===== src/rtl/fixed_lat_pkg.sv =====
// Shared definitions for the fixed-latency issue controller slice.
//
// Contents:
//   DataWidthDef - default payload width of the delay pipe
//   payload_t    - payload typedef at the default width
//   occ_width()  - bits needed to hold a credit / entry count 0..entries
//   ptr_width()  - bits needed for a FIFO index 0..entries-1 (minimum 1)
package fixed_lat_pkg;

  localparam int unsigned DataWidthDef = 101;

  typedef logic [DataWidthDef-1:0] payload_t;

  function automatic int unsigned occ_width(input int unsigned entries);
    return $clog2(entries + 1);
  endfunction

  // A single-entry FIFO still needs a 1-bit pointer to index its storage.
  function automatic int unsigned ptr_width(input int unsigned entries);
    return (entries > 1) ? $clog2(entries) : 1;
  endfunction

endpackage


===== src/rtl/lat_resp_fifo.sv =====
// Response FIFO behind the fixed-latency pipe.
//
// The pipe cannot stall, so the controller guarantees via credits that a
// push never lands on a full FIFO; that case is only asserted, not handled.
//
// Ports:
//   clk_i       - clock
//   rst_i       - synchronous active-high reset (pointers and count only)
//   flush_i     - synchronous drop of all entries; same-edge push/pop ignored
//   push_i      - write push_data_i at the tail
//   push_data_i - data to write
//   pop_i       - advance the head
//   count_o     - number of stored entries
//   head_o      - data at the head (valid when count_o != 0)
module lat_resp_fifo
  import fixed_lat_pkg::*;
#(
  parameter int unsigned BufDepth  = 4,
  parameter int unsigned DataWidth = DataWidthDef,
  localparam int unsigned PtrW     = ptr_width(BufDepth),
  localparam int unsigned CntW     = occ_width(BufDepth)
) (
  input  logic                 clk_i,
  input  logic                 rst_i,
  input  logic                 flush_i,
  input  logic                 push_i,
  input  logic [DataWidth-1:0] push_data_i,
  input  logic                 pop_i,
  output logic [CntW-1:0]      count_o,
  output logic [DataWidth-1:0] head_o
);

  logic [DataWidth-1:0] mem_q [BufDepth];
  logic [PtrW-1:0]      wr_q;
  logic [PtrW-1:0]      rd_q;
  logic [CntW-1:0]      cnt_q;
  logic                 clr;

  assign clr = rst_i | flush_i;

  // Explicit compare-and-zero so non-power-of-2 depths wrap correctly.
  function automatic logic [PtrW-1:0] ptr_inc(input logic [PtrW-1:0] p);
    return (p == PtrW'(BufDepth - 1)) ? '0 : p + PtrW'(1);
  endfunction

  always_ff @(posedge clk_i) begin
    if (clr) begin
      wr_q  <= '0;
      rd_q  <= '0;
      cnt_q <= '0;
    end else begin
      if (push_i) wr_q <= ptr_inc(wr_q);
      if (pop_i)  rd_q <= ptr_inc(rd_q);
      case ({push_i, pop_i})
        2'b10:   cnt_q <= cnt_q + CntW'(1);
        2'b01:   cnt_q <= cnt_q - CntW'(1);
        default: cnt_q <= cnt_q;
      endcase
    end
  end

  // Storage is not reset; validity is carried by the count alone.
  always_ff @(posedge clk_i) begin
    if (push_i && !clr) mem_q[wr_q] <= push_data_i;
  end

  assign count_o = cnt_q;
  assign head_o  = mem_q[rd_q];

  // Credits make these unreachable; they flag a broken credit loop.
  a_no_overflow : assert property (@(posedge clk_i) disable iff (clr)
    !(push_i && !pop_i && (cnt_q == CntW'(BufDepth))));

  a_no_underflow : assert property (@(posedge clk_i) disable iff (clr)
    !(pop_i && (cnt_q == '0)));

endmodule


===== src/rtl/fixed_lat_issue_ctrl.sv =====
// Issue and credit controller for a fixed-latency, non-stallable delay pipe.
//
// Requests accepted on req_valid_i/req_ready_o are driven onto pipe_data_o.
// A Depth-bit valid shift vector follows each accepted beat through the
// external pipe; when its bit reaches the end, pipe_data_i is captured into
// the response FIFO, which is presented on resp_valid_o/resp_ready_i.
// Issue-to-response latency is Depth+1 cycles. One credit is held per beat
// from accept until pop, so in-flight plus buffered never exceeds BufDepth.
//
// Ports:
//   clk_i        - clock
//   rst_i        - synchronous active-high reset, priority over flush_i
//   flush_i      - drop all in-flight and buffered entries
//   req_valid_i  - request valid
//   req_ready_o  - request ready (registered-credit based)
//   req_data_i   - request payload
//   pipe_data_o  - payload into the pipe (zero when not issuing)
//   pipe_data_i  - payload out of the pipe
//   resp_valid_o - response valid (FIFO non-empty)
//   resp_ready_i - downstream ready
//   resp_data_o  - FIFO head
//   occupancy_o  - credits in use
module fixed_lat_issue_ctrl
  import fixed_lat_pkg::*;
#(
  parameter int unsigned Depth     = 1,
  parameter int unsigned BufDepth  = 4,
  parameter int unsigned DataWidth = DataWidthDef,
  localparam int unsigned OccW     = occ_width(BufDepth)
) (
  input  logic                 clk_i,
  input  logic                 rst_i,
  input  logic                 flush_i,
  input  logic                 req_valid_i,
  output logic                 req_ready_o,
  input  logic [DataWidth-1:0] req_data_i,
  output logic [DataWidth-1:0] pipe_data_o,
  input  logic [DataWidth-1:0] pipe_data_i,
  output logic                 resp_valid_o,
  input  logic                 resp_ready_i,
  output logic [DataWidth-1:0] resp_data_o,
  output logic [OccW-1:0]      occupancy_o
);

  logic [Depth-1:0] vld_q;
  logic [Depth-1:0] vld_d;
  logic [OccW-1:0]  occ_q;
  logic [OccW-1:0]  occ_d;
  logic [OccW-1:0]  fifo_count;
  logic             fire;
  logic             pop;
  logic             capture;

  // Ready depends only on registered credits, never on resp_ready_i.
  assign req_ready_o = (occ_q < OccW'(BufDepth)) && !flush_i && !rst_i;
  assign fire        = req_valid_i && req_ready_o;
  assign pipe_data_o = fire ? req_data_i : '0;

  generate
    if (Depth == 1) begin : g_vld_single
      assign vld_d = fire;
    end else begin : g_vld_shift
      assign vld_d = {vld_q[Depth-2:0], fire};
    end
  endgenerate

  assign capture = vld_q[Depth-1];
  assign pop     = resp_valid_o && resp_ready_i;

  always_comb begin
    occ_d = occ_q;
    if (fire && !pop) begin
      occ_d = occ_q + OccW'(1);
    end else if (!fire && pop) begin
      occ_d = occ_q - OccW'(1);
    end
  end

  // Clearing vld_q is what makes stale pipe contents harmless after a flush.
  always_ff @(posedge clk_i) begin
    if (rst_i || flush_i) begin
      vld_q <= '0;
      occ_q <= '0;
    end else begin
      vld_q <= vld_d;
      occ_q <= occ_d;
    end
  end

  lat_resp_fifo #(
    .BufDepth  (BufDepth),
    .DataWidth (DataWidth)
  ) u_resp_fifo (
    .clk_i       (clk_i),
    .rst_i       (rst_i),
    .flush_i     (flush_i),
    .push_i      (capture),
    .push_data_i (pipe_data_i),
    .pop_i       (pop),
    .count_o     (fifo_count),
    .head_o      (resp_data_o)
  );

  assign resp_valid_o = (fifo_count != '0);
  assign occupancy_o  = occ_q;

  // Every credit is either a set valid bit or a FIFO entry.
  a_credit_balance : assert property (@(posedge clk_i) disable iff (rst_i)
    occ_q == (OccW'($countones(vld_q)) + fifo_count));

endmodule

===== config.mk =====
export PLATFORM = sky130hd
export DESIGN_NAME = fixed_lat_issue_ctrl
export DESIGN_NICKNAME = d
export VERILOG_FILES = /design/src/rtl/fixed_lat_pkg.sv /design/src/rtl/lat_resp_fifo.sv /design/src/rtl/fixed_lat_issue_ctrl.sv
export SDC_FILE = /design/constraint.sdc
export NUM_CORES = 1
export LEC_CHECK = 0
export CORE_AREA = 2 2 155 270
export CTS_BUF_LIST = sky130_fd_sc_hd__clkbuf_16
export CTS_CLUSTER_SIZE = 14
export DETAILED_ROUTE_END_ITERATION = 6
export DIE_AREA = 0 0 157 272
export PLACE_DENSITY = 0.69
export SYNTH_ARGS = -nofsm -noshare
export SYNTH_HDL_FRONTEND = slang
export SYNTH_HIERARCHICAL = 1
export SYNTH_SLANG_ARGS = --single-unit

===== constraint.sdc =====
create_clock -name clk_i -period 3.5 [get_ports clk_i]
set_input_delay 0.525 -clock clk_i [delete_from_list [all_inputs] [get_ports clk_i]]
set_output_delay 0.525 -clock clk_i [all_outputs]
set_load 0.01 [all_outputs]

==> impl_metrics.toml, run 1 <==
[status]
outcome = "completed"

[setup_path]
cp-start-kind = "primary input"
crit_top_cell = "clkdlybuf4s50_1"
worst_setup_path_end_kind = "output port"
r2r-end = "occupancy_o[2]"
cp.arrival_ps = 2700
critPathMaxStageDelay_ps = 590
path_cells = "clkdlybuf4s50_1 -> nor3_4 -> buf_4 -> and3_1 -> clkdlybuf4s50_1"
crit_buf_inv = 3
crit_path_top_delay_cell = "clkdlybuf4s50_1"
crit_path_start = "flush_i"
worstRegToRegCells = 8
crit_type = "primary input to output port"
crit_fanout = 14
timing.rr.start = "occupancy_o[2]"
path_depth = 5
cp_data_required_time_ps = 2970
critPathCapture = "pipe_data_o[8]"
r2r_slack_ps = 1040
crit_family = "buffers and inverters"

[pwr]
cellLeakagePower_nw = 7.35
p_per_area_nw_per_um2 = 450
finalPower_mw = 9.92
ir_drop_v = 0.000280

[cts]
clk_pin_slew_ps = 60
cts_sinks = 417
root_buffer = "clkbuf_16"
post_cts_resized = 0
postCtsSetupRepairBufs = 0
numCtsBuffers = 37
cts_buffer_depth = 3
cts_tree = "built"
ctsHoldBuffers = 0
clk_latency_ps = 520
cts_htree_levels = 2

[routing]
vias = 8717
viasPerCell = 5.06
drc = 0
drt-total-wl_um = 40800
drt_iter0_markers = 428
final_antenna_net_count = 0
drt_pass1_iterations = 4
wl_per_cell_um = 23.7

[sta]
worst_slew_pin_slew_ps = 522
fmax_mhz = 310
finalSetupViolCount = 0
rsz0062_at_grt = "no"
fin_ws_ps = 275
slew_viol_final = 0
relSlewSlack_pct = 65.2
tns_ps = 0
layout_min_cycle_time_ps = 3230
hold_slack_ps = 508
min_period_over_period_pct = 92.1
skew_ps = 14.1
hold_violations = 0

[grt]
grt_pass1_wl_um = 58300
antenna_found_initial = 14
grt_overflow = 0
grt_max_degree = 63
grt_usage_pct = 18.9
grt_pass1_vias = 9368

[hold_path]
hold_depth = 2
holdCritPathClass = "register to register"

[synth]
synth_seq_cells = 417
syn_area_um2 = 16000
ys.warnings.count = 6
ys_types = 24
avgSynthCellArea_um2 = 22.3
synth_seq_area_share_pct = 77.4
synthesis.nets = 932
synthCells = 716

[run]
drv_cap = 0

[placement]
portBuffers = 413
dp_cells = 1663
place.gp.congestion = 0.864
place_ws_ps = 279
hpwl_um = 29100

[floorplanning]
die-area_um2 = 42700
die_x_um = 157
core-area_um2 = 40600
die_h_um = 272
num_rows = 98
initial_core_util_pct = 39.4
num_io_pins = 414

[final_layout]
drive_above_1_share_pct = 15.8
n_fill_cell = 3185
final_nets = 1368
area_growth_pct = 37.8
final_cells = 1724
==> synthesized netlist by cell type <==
cell type,number,area (µm²)
nor3_4,1,16.3
and2_1,2,12.5
mux2i_1,4,40.0
dfxtp_1,13,260
or2_2,1,6.26
edfxtp_1,404,12100
nand2_1,1,3.75
and3_1,105,657
inv_1,6,22.5
a211oi_1,1,7.51
ha_1,7,87.6
mux4_2,101,2270
buf_6,17,191
buf_2,12,60.1
or3_1,3,18.8
fa_1,2,40.0
xor2_1,3,26.3
nor3_1,2,10.0
nor2_1,7,26.3
o21ai_0,2,10.0
clkbuf_1,16,60.1
nor3b_1,2,15.0
a21oi_1,3,15.0
xnor2_1,1,8.76
==> flip-flops by register name (all words and copies together) (netlist names), named ones only <==
register	cells
occupancy_o	3
u_resp_fifo/count_o	3
u_resp_fifo/mem_q	404
u_resp_fifo/wr_q	2
u_resp_fifo/rd_q	2
capture	1
==> stage by stage <==
stage / area [µm²] / utilization [%]
after floorplan: 16000 / -
after global placement: 20900 / 51.5
after detailed placement: 20900 / 51.5
after CTS: 22000 / 54.3
after global routing: 22100 / 54.3
final: 22100 / 54.3
==> metal layers <==
metal / up-vias / share of wire, % / GRT usage, %
li1: 3855 / - / -
met1: 4366 / 36 / 20.8
met2: 386 / 52 / 32.9
met3: 96 / 6.6 / 4.84
met4: 14 / 5.6 / 10.8
met5: - / 0.25 / 0
==> layout make-up <==
| type | instances | area [µm²] | area share [%] |
|---|---|---|---|
| sequential | 417 | 12400 | 56.2 |
| timing repair buffer | 442 | 4500 | 20.4 |
| multi-input combinational | 248 | 3300 | 14.9 |
| clock buffer | 41 | 1030 | 4.65 |
| tap | 550 | 688 | 3.12 |
| clock inverter | 14 | 111 | 0.505 |
| inverter | 6 | 22.5 | 0.102 |
| antenna | 6 | 15.0 | 0.0681 |
==> worst min-delay path by stage <==
stage / endpoint / from / slack (ps)
global placement: u_resp_fifo/count_o[2] / u_resp_fifo/count_o[2] / 470
floorplan: u_resp_fifo/count_o[2] / u_resp_fifo/count_o[2] / 450
detailed placement: u_resp_fifo/count_o[2] / u_resp_fifo/count_o[2] / 500
finish: u_resp_fifo/count_o[2] / u_resp_fifo/count_o[2] / 510
CTS: u_resp_fifo/count_o[2] / u_resp_fifo/count_o[2] / 510
global route: u_resp_fifo/count_o[2] / u_resp_fifo/count_o[2] / 570
==> kinds of logic after synthesis <==
family / share of synthesized area (%)
multiplexers: 14.5
adder cells (fa/ha/maj): 0.798
buffers and inverters: 2.09
XOR/XNOR: 0.219
flip-flops: 77.4
AND/OR/NAND/NOR: 4.79
AO/OA/AOI/OAI: 0.203
==> tightest hold or removal path, cell delays in order, from the launching register on <==
cell and delay [ps]:
dfxtp_1 310, o21ai_0 80, a21oi_1 70
==> placed cells by master, fill, tap and decap left out <==
cell type,Yosys,routed
or2_2,1,1
inv_6,0,1
buf_2,12,1
nor3b_1,2,2
and2_1,2,2
nand2_1,1,1
nor2_1,7,7
dfxtp_4,0,2
nor3_4,1,1
clkinv_2,0,1
or3_1,3,3
fa_1,2,2
mux4_2,101,101
and3_4,0,4
nor3_1,2,2
o21ai_0,2,2
ha_1,7,7
buf_4,0,17
xor2_1,3,3
a21oi_1,3,3
inv_1,6,12
a211oi_1,1,1
clkdlybuf4s50_1,0,412
diode_2,0,6
clkinv_1,0,4
clkbuf_16,0,41
mux2i_1,4,4
and3_1,105,101
dfxtp_1,13,11
buf_12,0,12
edfxtp_1,404,404
bufinv_16,0,2
xnor2_1,1,1
==> where the power goes <==
part / leakage, nW / internal [mW] / total (mW) / switching [mW]
Clock: 0.580 / 2.23 / 3.86 / 1.63
Combinational: 3.03 / 0.344 / 0.564 / 0.220
Sequential: 3.74 / 5.49 / 5.49 / 0.00770
Power figures use the tool's default switching activity.
==> inputs of run 2 (changes only) <==
--- a/config.mk
+++ b/config.mk
@@ -5,13 +5,13 @@
 export SDC_FILE = /design/constraint.sdc
 export NUM_CORES = 1
 export LEC_CHECK = 0
-export CORE_AREA = 2 2 155 270
+export CORE_AREA = 2 2 154 270
 export CTS_BUF_LIST = sky130_fd_sc_hd__clkbuf_16
 export CTS_CLUSTER_SIZE = 14
 export DETAILED_ROUTE_END_ITERATION = 6
-export DIE_AREA = 0 0 157 272
-export PLACE_DENSITY = 0.69
+export DIE_AREA = 0 0 156 272
+export PLACE_DENSITY = 0.7
+export SETUP_SLACK_MARGIN = 0.2
 export SYNTH_ARGS = -nofsm -noshare
 export SYNTH_HDL_FRONTEND = slang
-export SYNTH_HIERARCHICAL = 1
 export SYNTH_SLANG_ARGS = --single-unit
==> run 2 against run 1 <==
Compared with the run above:
- clock skew down 6.9 ps
- die area down 0.64%
- via count down 3.7%
- clock power up 3%
- critical path depth up 1
- first-iteration DRC count down 9.1%
- routed wire length down 4.9%
- total power up 0.73%
- final cell count down 2.7%
- core utilization up 0.23 points
- largest cell class unchanged
==> impl_metrics.toml, run 2 <==
[status]
outcome = "completed"

[floorplanning]
num_rows = 98
initial_core_util_pct = 39.5
num_io_pins = 414
die_h_um = 272
core-area_um2 = 40300
die-area_um2 = 42400
die_x_um = 156

[synth]
synth_top_family_by_area = "multiplexers"
syn_area_um2 = 15900
synth_edf_count = 404
synth_mux_area_share_pct = 14.4
synth_seq_area_share_pct = 77.8
ys.warnings.count = 0
ys_types = 25
synth_fa_ha_area_share_pct = 0.801
synth_top_area_share_pct = 76.1
avgSynthCellArea_um2 = 22.5
synth_xor_area_share_pct = 0.220
netlist_top_cells_count = "edfxtp_1, and2_1, mux4_2"
synth_ff_type = "edfxtp_1"
synth.most_common_cell = "edfxtp_1"
yosys.area_share.simple_pct = 4.78
synthesis.nets = 925
synthCells = 709
synth_compound_area_share_pct = 0.298
yosysTopAreaCell = "edfxtp_1"
synth.area.top_cells = "edfxtp_1, mux4_2, and2_1, dfxtp_1, buf_6"
synth_seq_cells = 417
async_reset_ff_share_pct = 0

[cts]
ctsHoldBuffers = 0
cts_sinks = 417
root_buffer = "clkbuf_16"
clk_pin_slew_ps = 60
cts_htree_levels = 2
cts_tree = "built"
clk_latency_ps = 520
cts_buffer_depth = 3
numCtsBuffers = 38
post_cts_resized = 0
postCtsSetupRepairBufs = 0

[setup_path]
crit_buf_inv = 3
crit_fanout = 102
path_cells = "clkdlybuf4s50_1 -> or2_1 -> nor3b_4 -> buf_12 -> and2_1 -> clkdlybuf4s50_1"
path_depth = 6
worstRegToRegCells = 7
critPathMaxStageDelay_ps = 580
cp_data_required_time_ps = 2970
worst_setup_path_end_kind = "output port"
cp.arrival_ps = 2670
crit_type = "primary input to output port"
crit_family = "buffers and inverters"
crit_top_cell = "clkdlybuf4s50_1"
crit_path_top_delay_cell = "clkdlybuf4s50_1"
cp-start-kind = "primary input"

[grt]
grt_overflow = 0
grt_usage_pct = 18.3
grt_pass1_wl_um = 56800
grt_pass1_vias = 8971
grt_max_degree = 103
antenna_found_initial = 16

[routing]
drt_pass1_iterations = 4
drc = 0
drt_iter0_markers = 389
drt-total-wl_um = 38800
wl_per_cell_um = 23.1
final_antenna_net_count = 0
vias = 8395
viasPerCell = 5.00

[placement]
hpwl_um = 27100
dp_cells = 1611
portBuffers = 413
dpl_cell_area_um2 = 20800
place_ws_ps = 356
place.gp.congestion = 0.901

[final_layout]
final_common_cell = "clkdlybuf4s50_1"
mostFrequentLayoutCells = "clkdlybuf4s50_1, edfxtp_1, and2_1, mux4_2, clkbuf_16"
final_cells = 1678
final_cell_area_um2 = 22000
final_nets = 1367
top_register = "u_resp_fifo.mem_q"
area_growth_pct = 38.2
largest_register_ffs = 404
n_fill_cell = 3120
drive_above_1_share_pct = 15.4

[sta]
min_period_over_period_pct = 91.2
fmax_mhz = 313
rsz0062_at_grt = "no"
skew_ps = 7.17
hold_violations = 0
tns_ps = 0
fin_ws_ps = 309
finalSetupViolCount = 0
relSlewSlack_pct = 58.3
layout_min_cycle_time_ps = 3190
hold_slack_ps = 508
worst_slew_pin_slew_ps = 620
slew_viol_final = 0

[hold_path]
holdCritPathClass = "register to register"
hold_depth = 2

[pwr]
p_per_area_nw_per_um2 = 454
cellLeakagePower_nw = 7.05
ir_drop_v = 0.000630

[run]
drv_cap = 0
run 2: cell count changes after synthesis, sizes merged, moves of 3 or more:
cell,before,now
and2,2,101
and3,105,4
clkbuf,16,3
nor3,3,0
run 2: tightest hold or removal path: stages (launching register included):
cell and delay [ps]:
dfxtp_1 320, nand2_1 60, a21oi_1 80
run 2: cell families (layout without fill, tap and decap cells):
family                     count (synthesis)  in the layout
AOI/OAI and AO/OA                          9              9
xor gates and xnor gates                   4              4
adders and majority gates                  9              9
buffers and inverters                     42            505
DFF                                      417            417
muxes                                    103            103
other                                      0              6
and+or+nand+nor                          125            125
run 2: final timing paths:
check / from / end / slack, ps
hold reg to reg: u_resp_fifo.rd_q[0] / register / 510
setup reg to reg: u_resp_fifo.count_o[0] / occupancy_o[2] / 1170
hold / removal: u_resp_fifo.rd_q[0] / register / 510
setup / recovery: rst_i / pipe_data_o[27] / 310
run 2: cell type report:
class	instances	area, µm²	area share [%]
diodes	6	15.0	0.0682
clock buffers	41	1030	4.66
clock inverters	20	166	0.756
inverters	8	30.0	0.136
multi-input cells	250	3290	15.0
flip-flops and latches	417	12400	56.3
well taps	500	626	2.84
repair buffers	436	4460	20.3
run 2: routing by layer:
metal  global-route usage (%)  vias up  share of wire, %  wire [µm]
met5                        0        -              0.26        101
met4                     6.90       16               3.0       1180
met3                     6.84       74               9.0       3510
met2                     29.7      296                49      19000
met1                     22.4     4250                39      15000
li1                         -     3759                 -          -
run 2: metrics by stage:
stage / power [mW] / utilization, %
2_1_floorplan: 5.73 / -
3_3_place_gp: 6.12 / 51.6
3_5_place_dp: 6.13 / 51.6
4_1_cts: 10.1 / 54.5
5_1_grt: 10.3 / 54.6
6_report: 9.99 / 54.6
run 2: report_power, final:
group | internal, mW | total [mW] | switching (mW)
sequential | 5.49 | 5.49 | 0.00798
clock | 2.31 | 3.96 | 1.65
combinational | 0.339 | 0.533 | 0.194
